### config.mk
export PLATFORM = sky130hd
export DESIGN_NAME = data_mem_arbiter
export DESIGN_NICKNAME = d
export VERILOG_FILES = /design/src/rtl/data_mem_arbiter.sv
export SDC_FILE = /design/constraint.sdc
export NUM_CORES = 1
export LEC_CHECK = 0
export CORE_MARGIN = 8
export CORE_UTILIZATION = 31
export DETAILED_ROUTE_END_ITERATION = 6
export GPL_TIMING_DRIVEN = 0
export HOLD_SLACK_MARGIN = 0.05
export PLACE_DENSITY = 0.82
export REMOVE_ABC_BUFFERS = 1
export SETUP_SLACK_MARGIN = 0.3
export SYNTH_ARGS = -nofsm -noshare
export SYNTH_HDL_FRONTEND = slang
export SYNTH_SLANG_ARGS = --single-unit
### constraint.sdc
create_clock -name clock -period 3.4 [get_ports clock]
set_clock_uncertainty 0.2 [all_clocks]
set_input_delay 0.68 -clock clock [delete_from_list [all_inputs] [get_ports clock]]
set_output_delay 0.68 -clock clock [all_outputs]
set_load 0.05 [all_outputs]
### src/rtl/data_mem_arbiter.sv
// data_mem_arbiter: shares one synchronous data-RAM port between the core (cpu)
// and the UART debug controller (dbg). The cpu has fixed priority, but dbg is
// guaranteed the port after MAX_HOLD consecutive cpu grants while it waits.
// Read data returns one cycle after the grant, straight from the RAM output.
module data_mem_arbiter #(
  parameter int WORD_SIZE  = 18,
  parameter int ADDR_WIDTH = 16,
  parameter int MAX_HOLD   = 4
) (
  input  logic                  clock,
  input  logic                  reset_n,
  // core requester
  input  logic                  cpu_req,
  input  logic                  cpu_we,
  input  logic [ADDR_WIDTH-1:0] cpu_addr,
  input  logic [WORD_SIZE-1:0]  cpu_wdata,
  output logic                  cpu_gnt,
  output logic                  cpu_rvalid,
  output logic [WORD_SIZE-1:0]  cpu_rdata,
  // debug requester
  input  logic                  dbg_req,
  input  logic                  dbg_we,
  input  logic [ADDR_WIDTH-1:0] dbg_addr,
  input  logic [WORD_SIZE-1:0]  dbg_wdata,
  output logic                  dbg_gnt,
  output logic                  dbg_rvalid,
  output logic [WORD_SIZE-1:0]  dbg_rdata,
  // RAM port
  output logic [ADDR_WIDTH-1:0] mem_address,
  output logic [WORD_SIZE-1:0]  mem_write,
  output logic                  mem_wren,
  input  logic [WORD_SIZE-1:0]  mem_read
);

  localparam logic [7:0] MAX_HOLD_C = 8'(MAX_HOLD);

  logic [7:0]            hold_cnt_q, hold_cnt_d;
  logic                  rd_cpu_q, rd_cpu_d;
  logic                  rd_dbg_q, rd_dbg_d;
  logic [ADDR_WIDTH-1:0] last_addr_q, last_addr_d;
  logic                  cpu_gnt_s, dbg_gnt_s;

  // Grant decision: cpu first unless dbg has waited through MAX_HOLD cpu grants.
  always_comb begin
    cpu_gnt_s = 1'b0;
    dbg_gnt_s = 1'b0;
    if (!reset_n) begin
      cpu_gnt_s = 1'b0;
      dbg_gnt_s = 1'b0;
    end else if (cpu_req && dbg_req) begin
      if (hold_cnt_q >= MAX_HOLD_C) begin
        dbg_gnt_s = 1'b1;
      end else begin
        cpu_gnt_s = 1'b1;
      end
    end else if (cpu_req) begin
      cpu_gnt_s = 1'b1;
    end else if (dbg_req) begin
      dbg_gnt_s = 1'b1;
    end else begin
      cpu_gnt_s = 1'b0;
      dbg_gnt_s = 1'b0;
    end
  end

  // Starvation counter: counts cpu wins while dbg waits, cleared once dbg is served or gives up.
  always_comb begin
    hold_cnt_d = hold_cnt_q;
    if (dbg_gnt_s || !dbg_req) begin
      hold_cnt_d = 8'd0;
    end else if (cpu_gnt_s) begin
      if (hold_cnt_q < MAX_HOLD_C) begin
        hold_cnt_d = hold_cnt_q + 8'd1;
      end else begin
        hold_cnt_d = MAX_HOLD_C;
      end
    end else begin
      hold_cnt_d = hold_cnt_q;
    end
  end

  // RAM mux: the granted requester drives the port; idle cycles keep the last address stable.
  always_comb begin
    mem_address = last_addr_q;
    mem_write   = cpu_wdata;
    if (dbg_gnt_s) begin
      mem_address = dbg_addr;
      mem_write   = dbg_wdata;
    end else if (cpu_gnt_s) begin
      mem_address = cpu_addr;
      mem_write   = cpu_wdata;
    end else begin
      mem_address = last_addr_q;
      mem_write   = cpu_wdata;
    end
    mem_wren    = (cpu_gnt_s & cpu_we) | (dbg_gnt_s & dbg_we);
    last_addr_d = mem_address;
    rd_cpu_d    = cpu_gnt_s & ~cpu_we;
    rd_dbg_d    = dbg_gnt_s & ~dbg_we;
  end

  // State flops; reset drops any read still in flight.
  always_ff @(posedge clock or negedge reset_n) begin
    if (!reset_n) begin
      hold_cnt_q  <= 8'd0;
      rd_cpu_q    <= 1'b0;
      rd_dbg_q    <= 1'b0;
      last_addr_q <= '0;
    end else begin
      hold_cnt_q  <= hold_cnt_d;
      rd_cpu_q    <= rd_cpu_d;
      rd_dbg_q    <= rd_dbg_d;
      last_addr_q <= last_addr_d;
    end
  end

  assign cpu_gnt    = cpu_gnt_s;
  assign dbg_gnt    = dbg_gnt_s;
  assign cpu_rvalid = rd_cpu_q;
  assign dbg_rvalid = rd_dbg_q;
  assign cpu_rdata  = mem_read;
  assign dbg_rdata  = mem_read;

endmodule

==> summary.txt <==
Run status
  – Outcome: completed

Final layout
  – Fraction of layout instances using a drive strength above 1: 46.2%
  – Layout area overhead: 77.8%
  – Fill cell instance count of the final layout: 471
  – # diodes: 0
  – Commonest non-fill, non-tap cells in the layout: clkdlybuf4s50_1, dfrtp_1, buf_6
  – Leading cell type in the layout, fill and taps excluded: clkdlybuf4s50_1
  – Nets: 348
  – Non-Filler Cell Area, Final: 0.00320 mm^2

Route
  – DRC: 0
  – 1st-iter DRT viols: 68
  – Post-DRT Antenna Nets: 0
  – Total via count after detailed routing: 1622
  – Via-to-Cell Ratio: 4.99
  – WL final: 7230 um
  – Total iterations of the first detailed-routing run: 4
  – Average detailed-routed wire length per instance: 22.2 um

Power and ir drop
  – Power density cells: 360 mW/mm^2
  – Static Leakage: 1.41 nW
  – Worst IR Drop VDD: 216 uV
  – Power consumption: 1.15 mW

Run
  – Max-capacitance violation count: 0

Synthesis
  – Async SR Flop Fraction: 100%
  – Flop and latch count out of synthesis: 26
  – Fraction of the yosys area taken by sequential cells: 36.1%
  – Largest area contributor in the synthesized netlist: dfrtp_1
  – Largest cells by area after synthesis: dfrtp_1, buf_4, mux2_4, or2_2, o221a_1
  – Number of enable flip-flop cells after synthesis: 0
  – Top cell type's share of synthesized area: 36.1%
  – Syn Area/Cell: 11.1 um^2
  – Synthesized instance count: 162
  – Count of different cell masters after synthesis: 34
  – Warnings from Yosys: 0
  – Post-Syn Area: 0.00180 mm^2
  – Main flop type after synthesis: dfrtp_1

Timing
  – Final min period: 3.09 ns
  – Count of final max-slew check failures: 0
  – Final Hold Fails: 0
  – Maximum operating frequency: 0.323 GHz
  – Slew @ Worst Pin: 0.507 ns
  – Unrepaired setup endpoints after global routing: true
  – Final clock period utilization by the worst path: 91.0%
  – Number of setup violations in the final report: 0
  – Setup TNS: 0 ns
  – Relative slew slack: 66.1%

Setup path
  – Data required time of the worst path: 2.52 ns
  – Most frequent cell on the critical path: buf_6
  – Slowest cell on the critical path: or4_4
  – Longest individual stage delay on the worst path: 0.60 ns
  – Worst setup path category: flip-flop to primary output
  – Largest fanout on the critical path: 7
  – Critical path endpoint category: primary output
  – Cell-by-cell listing of the critical path: or4_4 -> o211ai_4 -> buf_6 -> mux2_4 -> buf_6
  – Data arrival time of the worst path: 2.21 ns
  – Type of origin of the critical path: flip-flop

Die
  – Total Die Area: 0.00850 mm^2
  – Number of cell rows: 27
  – I/O pin total: 167
  – Die span in y: 92.2 um
  – Placeable core region: 0.00557 mm^2
  – Chip Width: 92.2 um
  – Starting Density: 32.3%

Global routing
  – Remaining Overflow, GRT: 0
  – Number of antenna violations at the first check in global routing: 0
  – Wire length of the first global-routing pass: 10400 um
  – Pin count of the biggest net entering global routing: 43
  – GRT Util Overall: 15.7%
  – Vias in the first global route: 1807

Clock tree
  – Cts hold-fix bufs: 0
  – CTS tree: built
  – Clock latency reported for the late side of the worst-skew pair: 0.27 ns
  – CTS clock-pin slew for the worst setup and hold paths: 0.09 ns
  – Num CTS Buffers: 3
  – Clock tree buffer depth: 2
  – Clk root buf: clkbuf_8
  – Max H-tree Level: 1
  – Sinks on the clock net: 26

Placed design
  – Final HPWL DP: 5060 um
  – Placement Cell Area: 0.00269 mm^2
  – Buffers on Ports: 112
  – Final RePlAce weighted congestion: 0.738

Hold path
  – Hold Path Class: input port to async pin
==> Yosys cell counts, drive strengths merged, types with 3 or more instances <==
master,count
a21boi,4
and2,3
buf,40
clkbuf,4
dfrtp,26
inv,4
mux2,18
nand2b,4
nand4,3
nor3b,3
o221a,16
or2,16
==> flip-flops by register name, summed over array words and instances, names as in the netlist <==
register	flops
last_addr_q	16
cpu_rvalid	1
dbg_rvalid	1
hold_cnt_q	8
==> logic make-up after synthesis <==
logic type	after synthesis	share of synthesized area (%)
buffers and inverters	48	19.0
AND/OR/NAND/NOR	40	14.5
AO/OA/AOI/OAI	28	15.6
flip-flops	26	36.1
multiplexers	18	13.3
adder cells (fa/ha/maj)	2	1.39
==> power by group <==
part,switching [mW],internal (mW),total (mW)
combinational,0.286,0.268,0.554
clock,0.0969,0.157,0.254
sequential,0.00704,0.337,0.344
total,0.390,0.762,1.15
==> through the flow <==
step                hold WS [ns]  cells  utilization (%)  setup slack (ns)
finish                    0.0666    325             57.4             0.307
global route              0.0713    325             57.4             0.231
CTS                       0.0939    323             53.3             0.270
detailed placement         0.330    303             48.2             -1.39
global placement           0.324    302             48.1             -2.45
floorplan                  0.184    118                -          0.000354
==> routing by layer <==
| metal | wire length [um] | vias to the layer above | GRT usage (%) |
|---|---|---|---|
| met5 | 0 | - | 0.595 |
| met4 | 34 | 0 | 2.55 |
| met2 | 3810 | 74 | 26.9 |
| met1 | 2820 | 813 | 18.6 |
| met3 | 563 | 2 | 5.46 |
| li1 | - | 733 | - |
==> repair_timing <==
item / in CTS / in global routing
pin swaps: 5 / 3
setup buffers: 12 / 1
resized for setup: 252 / 45
setup endpoints to repair: 37 / 37
gates cloned: 4 / 1
==> critical path: cells and delay by family (launching register included) <==
family	cells	cell delay (ns)
buf+inv	2	0.35
flops	1	0.40
simple gates	1	0.60
mux	1	0.32
compound gates	1	0.27
==> layout make-up <==
class,instances,area [um^2],area share (%)
clock buffer,3,41.3,1.29
timing repair buffer,130,1400,43.7
sequential,26,651,20.3
inverter,4,15.0,0.469
clock inverter,1,30.0,0.938
multi-input combinational,89,975,30.5
tap,72,90.1,2.81
==> final timing paths <==
kind / depth (start not counted) / slack, ns / end / start
worst min register to register: 1 / 0.39 / hold_cnt_q[6] / hold_cnt_q[6]
worst max register to register: 6 / 1.27 / last_addr_q[10] / hold_cnt_q[4]
worst min-delay path: 1 / 0.07 / hold_cnt_q[5] / reset_n
max in group asynchronous: 1 / 2.70 / last_addr_q[2] / reset_n
worst max-delay path: 5 / 0.31 / mem_write[16] / hold_cnt_q[4]
min in group clock: 1 / 0.39 / hold_cnt_q[6] / hold_cnt_q[6]
Note: power is estimated with default switching activity, not from simulation.
